File: src/rtl/buffer_seq_pkg.sv
// Shared definitions for the shift-buffer sequencer.
//   seq_state_t : 3-bit FSM state encoding (IDLE..DONE), also exposed on the
//                 debug port of buffer_seq.
//   SEQ_WIN     : default window length; the controlled buffer's DEPTH must
//                 use the same value.
package buffer_seq_pkg;

    typedef enum logic [2:0] {
        ST_IDLE     = 3'd0,
        ST_FILL     = 3'd1,
        ST_RUN      = 3'd2,
        ST_LINE_END = 3'd3,
        ST_DONE     = 3'd4
    } seq_state_t;

    localparam int SEQ_WIN = 4;

endpackage

File: src/rtl/buffer_seq_if.sv
// Stream, buffer-control and window signals of the shift-buffer sequencer.
//   i_valid/i_sof/o_ready : upstream pixel stream (i_sof marks row 0, col 0)
//   i_ready               : downstream can take a window next cycle
//   buf_shift/buf_clear   : drive the shift buffer's i_valid and clear
//   o_win_valid/o_col/o_row/o_eof : window flag and its position
//   o_drop                : a non-SOF pixel was discarded while idle
// Handshake: a pixel is transferred in every cycle where i_valid and o_ready
// are both high; o_ready never depends on i_valid, and a transferred pixel
// is never presented to the buffer twice. o_ready already folds in i_ready,
// so every o_win_valid pulse is consumed without stall holding.
// The master modport is the stream/bench side, slave is the sequencer.
interface buffer_seq_if #(
    parameter int COL_W = 8,
    parameter int ROW_W = 7
);
    logic             i_valid;
    logic             i_sof;
    logic             o_ready;
    logic             i_ready;
    logic             buf_shift;
    logic             buf_clear;
    logic             o_win_valid;
    logic [COL_W-1:0] o_col;
    logic [ROW_W-1:0] o_row;
    logic             o_eof;
    logic             o_drop;

    modport master (
        output i_valid, i_sof, i_ready,
        input  o_ready, buf_shift, buf_clear, o_win_valid, o_col, o_row, o_eof, o_drop
    );

    modport slave (
        input  i_valid, i_sof, i_ready,
        output o_ready, buf_shift, buf_clear, o_win_valid, o_col, o_row, o_eof, o_drop
    );
endinterface

File: src/rtl/buffer_seq_pos_counter.sv
// Column/row position counter for the sequencer.
//   clk, rst    : clock, synchronous active-high reset
//   inc         : advance the column
//   line_wrap   : column back to 0, row + 1
//   clr         : restart at row 0; col becomes 1 when inc is also set
//                 (an accepted SOF pixel occupies col 0)
//   col, row    : current position (column of the next pixel to arrive)
//   is_last_col : col == IMG_W-1
//   is_last_row : row == IMG_H-1
module pos_counter #(
    parameter int IMG_W = 160,
    parameter int IMG_H = 120,
    parameter int COL_W = 8,
    parameter int ROW_W = 7
) (
    input  logic             clk,
    input  logic             rst,
    input  logic             inc,
    input  logic             line_wrap,
    input  logic             clr,
    output logic [COL_W-1:0] col,
    output logic [ROW_W-1:0] row,
    output logic             is_last_col,
    output logic             is_last_row
);

    always_ff @(posedge clk) begin
        if (rst) begin
            col <= '0;
            row <= '0;
        end else if (clr) begin
            col <= inc ? COL_W'(1) : '0;
            row <= '0;
        end else if (line_wrap) begin
            col <= '0;
            row <= row + ROW_W'(1);
        end else if (inc) begin
            col <= col + COL_W'(1);
        end
    end

    assign is_last_col = (col == COL_W'(IMG_W - 1));
    assign is_last_row = (row == ROW_W'(IMG_H - 1));

endmodule

File: src/rtl/buffer_seq.sv
// Sequencer for the shift buffer in the HOG pixel path. Tracks column/row
// of a raster pixel stream, drives the buffer's shift enable and clear, and
// flags the cycles in which the buffer holds a full WIN-pixel window.
//   clk, rst  : clock, synchronous active-high reset
//   bus       : stream / buffer-control / window signals (buffer_seq_if)
//   dbg_state : current FSM state
module buffer_seq
    import buffer_seq_pkg::*;
#(
    parameter int WIN   = SEQ_WIN,
    parameter int IMG_W = 160,
    parameter int IMG_H = 120,
    parameter int COL_W = 8,
    parameter int ROW_W = 7
) (
    input  logic         clk,
    input  logic         rst,
    buffer_seq_if.slave  bus,
    output seq_state_t   dbg_state
);

    if (WIN < 2 || WIN > IMG_W) begin : g_win_chk
        $error("buffer_seq: WIN must satisfy 2 <= WIN <= IMG_W");
    end
    if (IMG_W - 1 >= 2 ** COL_W) begin : g_col_chk
        $error("buffer_seq: IMG_W-1 does not fit in COL_W bits");
    end
    if (IMG_H - 1 >= 2 ** ROW_W) begin : g_row_chk
        $error("buffer_seq: IMG_H-1 does not fit in ROW_W bits");
    end

    // With WIN=2 the SOF pixel alone leaves one pixel to fill, so the next
    // accepted pixel already completes a window.
    localparam seq_state_t FIRST_ST = (WIN == 2) ? ST_RUN : ST_FILL;

    seq_state_t       state, state_d;
    logic             ready, accept, sof_acc, pix_acc;
    logic             shift, cnt_inc, cnt_wrap, cnt_clr;
    logic             win_d, eof_d, drop_d, clear_d;
    logic [COL_W-1:0] col;
    logic [ROW_W-1:0] row;
    logic             is_last_col, is_last_row;

    pos_counter #(
        .IMG_W(IMG_W), .IMG_H(IMG_H), .COL_W(COL_W), .ROW_W(ROW_W)
    ) u_pos (
        .clk(clk), .rst(rst),
        .inc(cnt_inc), .line_wrap(cnt_wrap), .clr(cnt_clr),
        .col(col), .row(row),
        .is_last_col(is_last_col), .is_last_row(is_last_row)
    );

    // Only RUN produces windows, so only RUN needs downstream room.
    always_comb begin
        ready = 1'b0;
        case (state)
            ST_IDLE, ST_FILL: ready = 1'b1;
            ST_RUN:           ready = bus.i_ready;
            default:          ready = 1'b0;
        endcase
    end

    assign accept  = bus.i_valid & ready;
    assign sof_acc = accept & bus.i_sof;
    assign pix_acc = accept & ~bus.i_sof;

    always_comb begin
        state_d  = state;
        shift    = 1'b0;
        cnt_inc  = 1'b0;
        cnt_wrap = 1'b0;
        cnt_clr  = 1'b0;
        win_d    = 1'b0;
        eof_d    = 1'b0;
        drop_d   = 1'b0;
        clear_d  = 1'b0;
        case (state)
            ST_IDLE: begin
                if (sof_acc) begin
                    shift   = 1'b1;
                    cnt_clr = 1'b1;
                    cnt_inc = 1'b1;
                    state_d = FIRST_ST;
                end else if (pix_acc) begin
                    drop_d = 1'b1;
                end
            end
            ST_FILL, ST_RUN: begin
                if (sof_acc) begin
                    // Abort: restart the frame with this pixel as col 0; the
                    // stale buffer contents are cleared next cycle.
                    shift   = 1'b1;
                    cnt_clr = 1'b1;
                    cnt_inc = 1'b1;
                    clear_d = 1'b1;
                    state_d = FIRST_ST;
                end else if (pix_acc) begin
                    shift = 1'b1;
                    if (state == ST_FILL) begin
                        cnt_inc = 1'b1;
                        if (col == COL_W'(WIN - 2)) begin
                            state_d = ST_RUN;
                        end
                    end else begin
                        win_d = 1'b1;
                        if (is_last_col) begin
                            clear_d = 1'b1;
                            eof_d   = is_last_row;
                            state_d = is_last_row ? ST_DONE : ST_LINE_END;
                        end else begin
                            cnt_inc = 1'b1;
                        end
                    end
                end
            end
            ST_LINE_END: begin
                cnt_wrap = 1'b1;
                state_d  = ST_FILL;
            end
            ST_DONE: begin
                cnt_clr = 1'b1;
                state_d = ST_IDLE;
            end
            default: state_d = ST_IDLE;
        endcase
    end

    always_ff @(posedge clk) begin
        if (rst) begin
            state <= ST_IDLE;
        end else begin
            state <= state_d;
        end
    end

    // The window flag lands on the same edge that shifts the newest pixel
    // into the buffer, so it lines up with the buffer's output.
    always_ff @(posedge clk) begin
        if (rst) begin
            bus.buf_clear   <= 1'b0;
            bus.o_win_valid <= 1'b0;
            bus.o_eof       <= 1'b0;
            bus.o_drop      <= 1'b0;
            bus.o_col       <= '0;
            bus.o_row       <= '0;
        end else begin
            bus.buf_clear   <= clear_d;
            bus.o_win_valid <= win_d;
            bus.o_eof       <= eof_d;
            bus.o_drop      <= drop_d;
            if (win_d) begin
                bus.o_col <= col;
                bus.o_row <= row;
            end
        end
    end

    assign bus.o_ready   = ready;
    assign bus.buf_shift = shift;
    assign dbg_state     = state;

endmodule

File: src/flat_wrapper.sv
// flat-port wrapper written by rule: the top's interface ports become plain ports
module buffer_seq_flat import buffer_seq_pkg::*;
#(
    parameter int WIN   = SEQ_WIN,
    parameter int IMG_W = 160,
    parameter int IMG_H = 120,
    parameter int COL_W = 8,
    parameter int ROW_W = 7
)
  (clk, rst, dbg_state, bus_i_valid, bus_i_sof, bus_i_ready, bus_o_ready, bus_buf_shift, bus_buf_clear, bus_o_win_valid, bus_o_col, bus_o_row, bus_o_eof, bus_o_drop);
  buffer_seq_if #(.COL_W(COL_W), .ROW_W(ROW_W)) bus_i ();
  input  logic clk;
  input  logic rst;
  output seq_state_t dbg_state;
  input wire logic [$bits(bus_i.i_valid)-1:0] bus_i_valid;
  input wire logic [$bits(bus_i.i_sof)-1:0] bus_i_sof;
  input wire logic [$bits(bus_i.i_ready)-1:0] bus_i_ready;
  output wire logic [$bits(bus_i.o_ready)-1:0] bus_o_ready;
  output wire logic [$bits(bus_i.buf_shift)-1:0] bus_buf_shift;
  output wire logic [$bits(bus_i.buf_clear)-1:0] bus_buf_clear;
  output wire logic [$bits(bus_i.o_win_valid)-1:0] bus_o_win_valid;
  output wire logic [$bits(bus_i.o_col)-1:0] bus_o_col;
  output wire logic [$bits(bus_i.o_row)-1:0] bus_o_row;
  output wire logic [$bits(bus_i.o_eof)-1:0] bus_o_eof;
  output wire logic [$bits(bus_i.o_drop)-1:0] bus_o_drop;
  assign bus_i.i_valid = bus_i_valid;
  assign bus_i.i_sof = bus_i_sof;
  assign bus_i.i_ready = bus_i_ready;
  assign bus_o_ready = bus_i.o_ready;
  assign bus_buf_shift = bus_i.buf_shift;
  assign bus_buf_clear = bus_i.buf_clear;
  assign bus_o_win_valid = bus_i.o_win_valid;
  assign bus_o_col = bus_i.o_col;
  assign bus_o_row = bus_i.o_row;
  assign bus_o_eof = bus_i.o_eof;
  assign bus_o_drop = bus_i.o_drop;
  buffer_seq #(.WIN(WIN), .IMG_W(IMG_W), .IMG_H(IMG_H), .COL_W(COL_W), .ROW_W(ROW_W)) u_core (.clk(clk), .rst(rst), .bus(bus_i), .dbg_state(dbg_state));
endmodule
File: config.mk
export PLATFORM = sky130hd
export DESIGN_NAME = buffer_seq_flat
export DESIGN_NICKNAME = d
export VERILOG_FILES = /design/src/rtl/buffer_seq_pkg.sv /design/src/rtl/buffer_seq_if.sv /design/src/rtl/buffer_seq_pos_counter.sv /design/src/rtl/buffer_seq.sv /design/src/flat_wrapper.sv
export SDC_FILE = /design/constraint.sdc
export NUM_CORES = 1
export LEC_CHECK = 0
export BUFFER_PORTS_ARGS = -buffer_cell sky130_fd_sc_hd__clkbuf_2
export CAP_MARGIN = 10
export CORE_ASPECT_RATIO = 1.5
export CORE_MARGIN = 2
export CORE_UTILIZATION = 35
export CTS_BUF_LIST = sky130_fd_sc_hd__clkbuf_16
export CTS_CLUSTER_SIZE = 25
export DETAILED_ROUTE_END_ITERATION = 7
export PLACE_DENSITY = 0.68
export SLEW_MARGIN = 0
export SYNTH_ARGS = -nofsm -noshare
export SYNTH_HDL_FRONTEND = slang
export SYNTH_SLANG_ARGS = --single-unit
File: constraint.sdc
create_clock -name clk -period 1.65 [get_ports clk]
set_input_delay 0.2475 -clock clk [delete_from_list [all_inputs] [get_ports clk]]
set_output_delay 0.2475 -clock clk [all_outputs]
set_load 0.1 [all_outputs]
==> metrics.md <==
| Metric | Value |
|---|---|
| Final Wtd Congestion | `0.944` |
| Global Route Usage Sum | `between 10% and 20%` |
| Area Growth Syn to Fin | `34.9%` |
| Top-level I/O count | `29` |
| Peak VDD IR | `around 380 uV` |
| Power density cells | `876 nW/um2` |
| H-tree depth | `2` |
| Syn nets | `201` |
| Initial DRC Count | `13` |
| Post-layout util | `between 40% and 50%` |
| Mean cell area of the mapped netlist | `between 9 and 10 um2` |
| Largest cells by area after synthesis | `dfxtp_1 (42%), mux2i_1 (9.1%), nor2_1 (7.3%)` |
| Die ar. | `5590 um2` |
| Seq/Total Area, Yosys | `approximately 42%` |
| Mapped Area | `approximately 1800 um2` |
| Critical Path RT | `1.40 ns` |
| Placed Cells incl. Taps | `between 200 and 300` |
| Clock Tree Buf Depth | `2` |
| Detailed-router iteration count before antenna repair | `4` |
| Nets | `~250` |
| Via density | `~5` |
| Failing checks | `negative setup slack` |
| Tcrit/Tclk final | `100%` |
| Slew @ Worst Pin | `around 0.55 ns` |
| Yosys reg bits | `37` |
| Setup crit start kind | `flip-flop` |
| Max Freq | `~600 MHz` |
| Synth top cells by count | `dfxtp_1 (37), nor2_1 (34), mux2i_1 (16), nand2_1 (11), nand3_1 (10)` |
| Antenna diode count | `0` |
| Post-synth EDFFs | `0` |
| Static Leakage | `roughly 1.0 nW` |
| RSZ-0062 raised after global routing | `true` |
| Root Driver | `clkbuf_16` |
| Synth Instances | `193` |
| Total CTS buffers | `5` |
| Worst Hold Depth | `3` |
| Pins Over Slew Limit | `0` |
| Clock Skews | `around 0.003 ns` |
| Ys async rst share | `0%` |
| CP Capture Type | `primary output` |
| Cell accounting for the most synthesized area | `dfxtp_1` |
| Time the worst path needs with I/O delays and setup | `about 1.7 ns` |
| Buffers added on ports | `28` |
| Clk slew on worst S/H paths | `around 0.050 ns` |
| Skew-Pair Late Insertion Delay | `between 0.2 and 0.3 ns` |
| GR peak layer | `met2` |
| Status | `finished with violations` |
| CTS tree | `built` |
| Max Cap Violations | `0` |
| Routing usage on met1 | `between 10% and 20%` |
| WL per Instance | `approximately 12 um` |
| Final wirelength | `approximately 3800 um` |
| Die Height | `90.6 um` |
| Std-Cell Rows | `31` |
| HPWL Detailed | `about 2800 um` |
| DR vias | `1527` |
| Most frequent cell after synthesis | `dfxtp_1` |
| Final Non-Filler Cells | `between 300 and 400` |
| Worst setup path category | `reg2out` |
| Maximum number of pins on one net before global-route repair | `24` |
| Share of cells above drive strength 1 | `~34%` |
| DRC Markers | `0` |
| First-pass GRT wire length | `~6500 um` |
| Yosys warns | `0` |
| Initial antenna violation count | `0` |
| Met2 Use GR | `24.1%` |
| Max FO, Critical Path | `6` |
| Ys flop type | `dfxtp_1` |
| # setup viols final | `1` |
| Number of global-route vias before repair | `1443` |
| Fill count | `roughly 480` |
| Share of the synthesized area in the top cell type | `42.3%` |
| Worst Hold Class | `in2reg` |
| GR Layer Usage met3 | `about 3.4%` |
| Initial Utilization | `36.4%` |
| Fin Setup TNS | `-0.00220 ns` |
| Synth cell types | `between 40 and 50` |
| Area of the core | `a little under 5000 um2` |
| Setup WS post-layout | `-0.00220 ns` |
| Final instance area | `2360 um2` |
| ANT nets after route | `0` |
| Worst reg2reg path depth | `5` |
| Arr. time, crit path | `~1.4 ns` |
| Slew headroom | `63.8%` |
| Placed cell areas | `about 2100 um2` |
| Final hold slack | `between 0.3 and 0.4 ns` |
| Gr ovfl total | `0` |
| Final hold vios | `0` |
| DIE WIDTH | `between 60 and 70 um` |
| Clock Sinks | `37` |
[what timing repair did]
action | in CTS | in global routing
pin swaps | 0 | 3
setup endpoints to repair | 3 | 19
setup buffers | 1 | 6
resized for setup | 3 | 12
hold buffers | 0 | 0
[metal layers]
layer / routed length (um) / share of wire (%)
met3: 123 / 3.2
met1: 1650 / 43
met4: 133 / 3.5
met5: 0 / 0
met2: 1930 / 50
[layout make-up]
cell class                 instances  area, um2  area share (%)
timing repair buffer              54        373            15.8
clock buffer                       5        125            5.30
clock inverter                     3       13.8           0.583
tap                               66       82.6            3.50
multi-input combinational        140        993            42.1
inverter                           5       21.3           0.901
sequential                        37        752            31.8
[power breakdown]
group	leakage (nW)	total (mW)	switching, mW	internal [mW]
logic	0.669	0.271	0.166	0.105
registers	0.301	0.915	0.0123	0.903
clock network	0.0748	0.883	0.336	0.547
total	1.04	2.07	0.515	1.55
[worst max-delay path, stage by stage, from the launching register on]
cell and delay, ns:
dfxtp_4 0.37, nand2b_4 0.15, buf_6 0.12, a211oi_4 0.19
buf_12 0.14, buf_12 0.16
[cells by family (layout without fill, tap and decap cells)]
group / after synthesis / in the layout / share of synthesized area, %
xor+xnor: 12 / 12 / 6.00
buf+inv: 16 / 67 / 5.22
compound gates: 21 / 21 / 9.01
fa+ha+maj: 3 / 3 / 2.14
flops: 37 / 37 / 42.3
simple gates: 88 / 88 / 26.2
mux: 16 / 16 / 9.15
[sequential cells by signal, summed over array words and instances (netlist names)]
signal and flops:
u_core.bus.o_drop 1, u_core.u_pos.col 8, u_core.dbg_state 3, u_core.u_pos.row 7
u_core.bus.buf_clear 1, u_core.bus.o_col 8, u_core.bus.o_row 7, u_core.bus.o_win_valid 1
u_core.bus.o_eof 1
[cell usage in the layout, fill, tap and decap left out, types with 2 or more instances in the layout]
| master | netlist | routed |
|---|---|---|
| dfxtp_1 | 37 | 34 |
| nor2_1 | 34 | 33 |
| clkbuf_2 | 0 | 26 |
| buf_4 | 1 | 24 |
| mux2i_1 | 16 | 15 |
| nand2_1 | 11 | 10 |
| nand3_1 | 10 | 9 |
| xor2_1 | 9 | 9 |
| inv_1 | 4 | 5 |
| and3_1 | 5 | 5 |
| o21ai_0 | 5 | 5 |
| clkbuf_16 | 0 | 5 |
| nor3_1 | 4 | 3 |
| a211oi_2 | 0 | 3 |
| xnor2_1 | 3 | 3 |
| nand4_1 | 3 | 3 |
| ha_1 | 3 | 3 |
| dfxtp_4 | 0 | 3 |
| nand2b_4 | 1 | 2 |
| nand4b_1 | 2 | 2 |
| nand2b_1 | 3 | 2 |
| a21oi_1 | 3 | 2 |
| nor2b_1 | 2 | 2 |
| or3_1 | 2 | 2 |
| a311oi_1 | 2 | 2 |
| clkinv_2 | 0 | 2 |
| buf_12 | 1 | 2 |
| buf_6 | 1 | 2 |
[metrics by stage]
stage               power [mW]  setup slack, ns
global placement          1.17           0.0364
finish                    2.07         -0.00220
detailed placement        1.18        -0.000875
global route              2.14          -0.0527
floorplan                 1.10           -0.687
CTS                       2.07          -0.0861
[path summary, 6_finish.rpt]
path                            start              endpoint  slack (ns)
setup / recovery  u_core.dbg_state[2]         bus_buf_shift      -0.002
hold reg to reg   u_core.bus.o_col[4]   u_core.bus.o_col[4]        0.49
hold / removal              bus_i_sof  u_core.bus.buf_clear        0.39
setup reg to reg  u_core.u_pos.col[0]  u_core.bus.buf_clear        0.01
(Power assumes the default switching activity.)
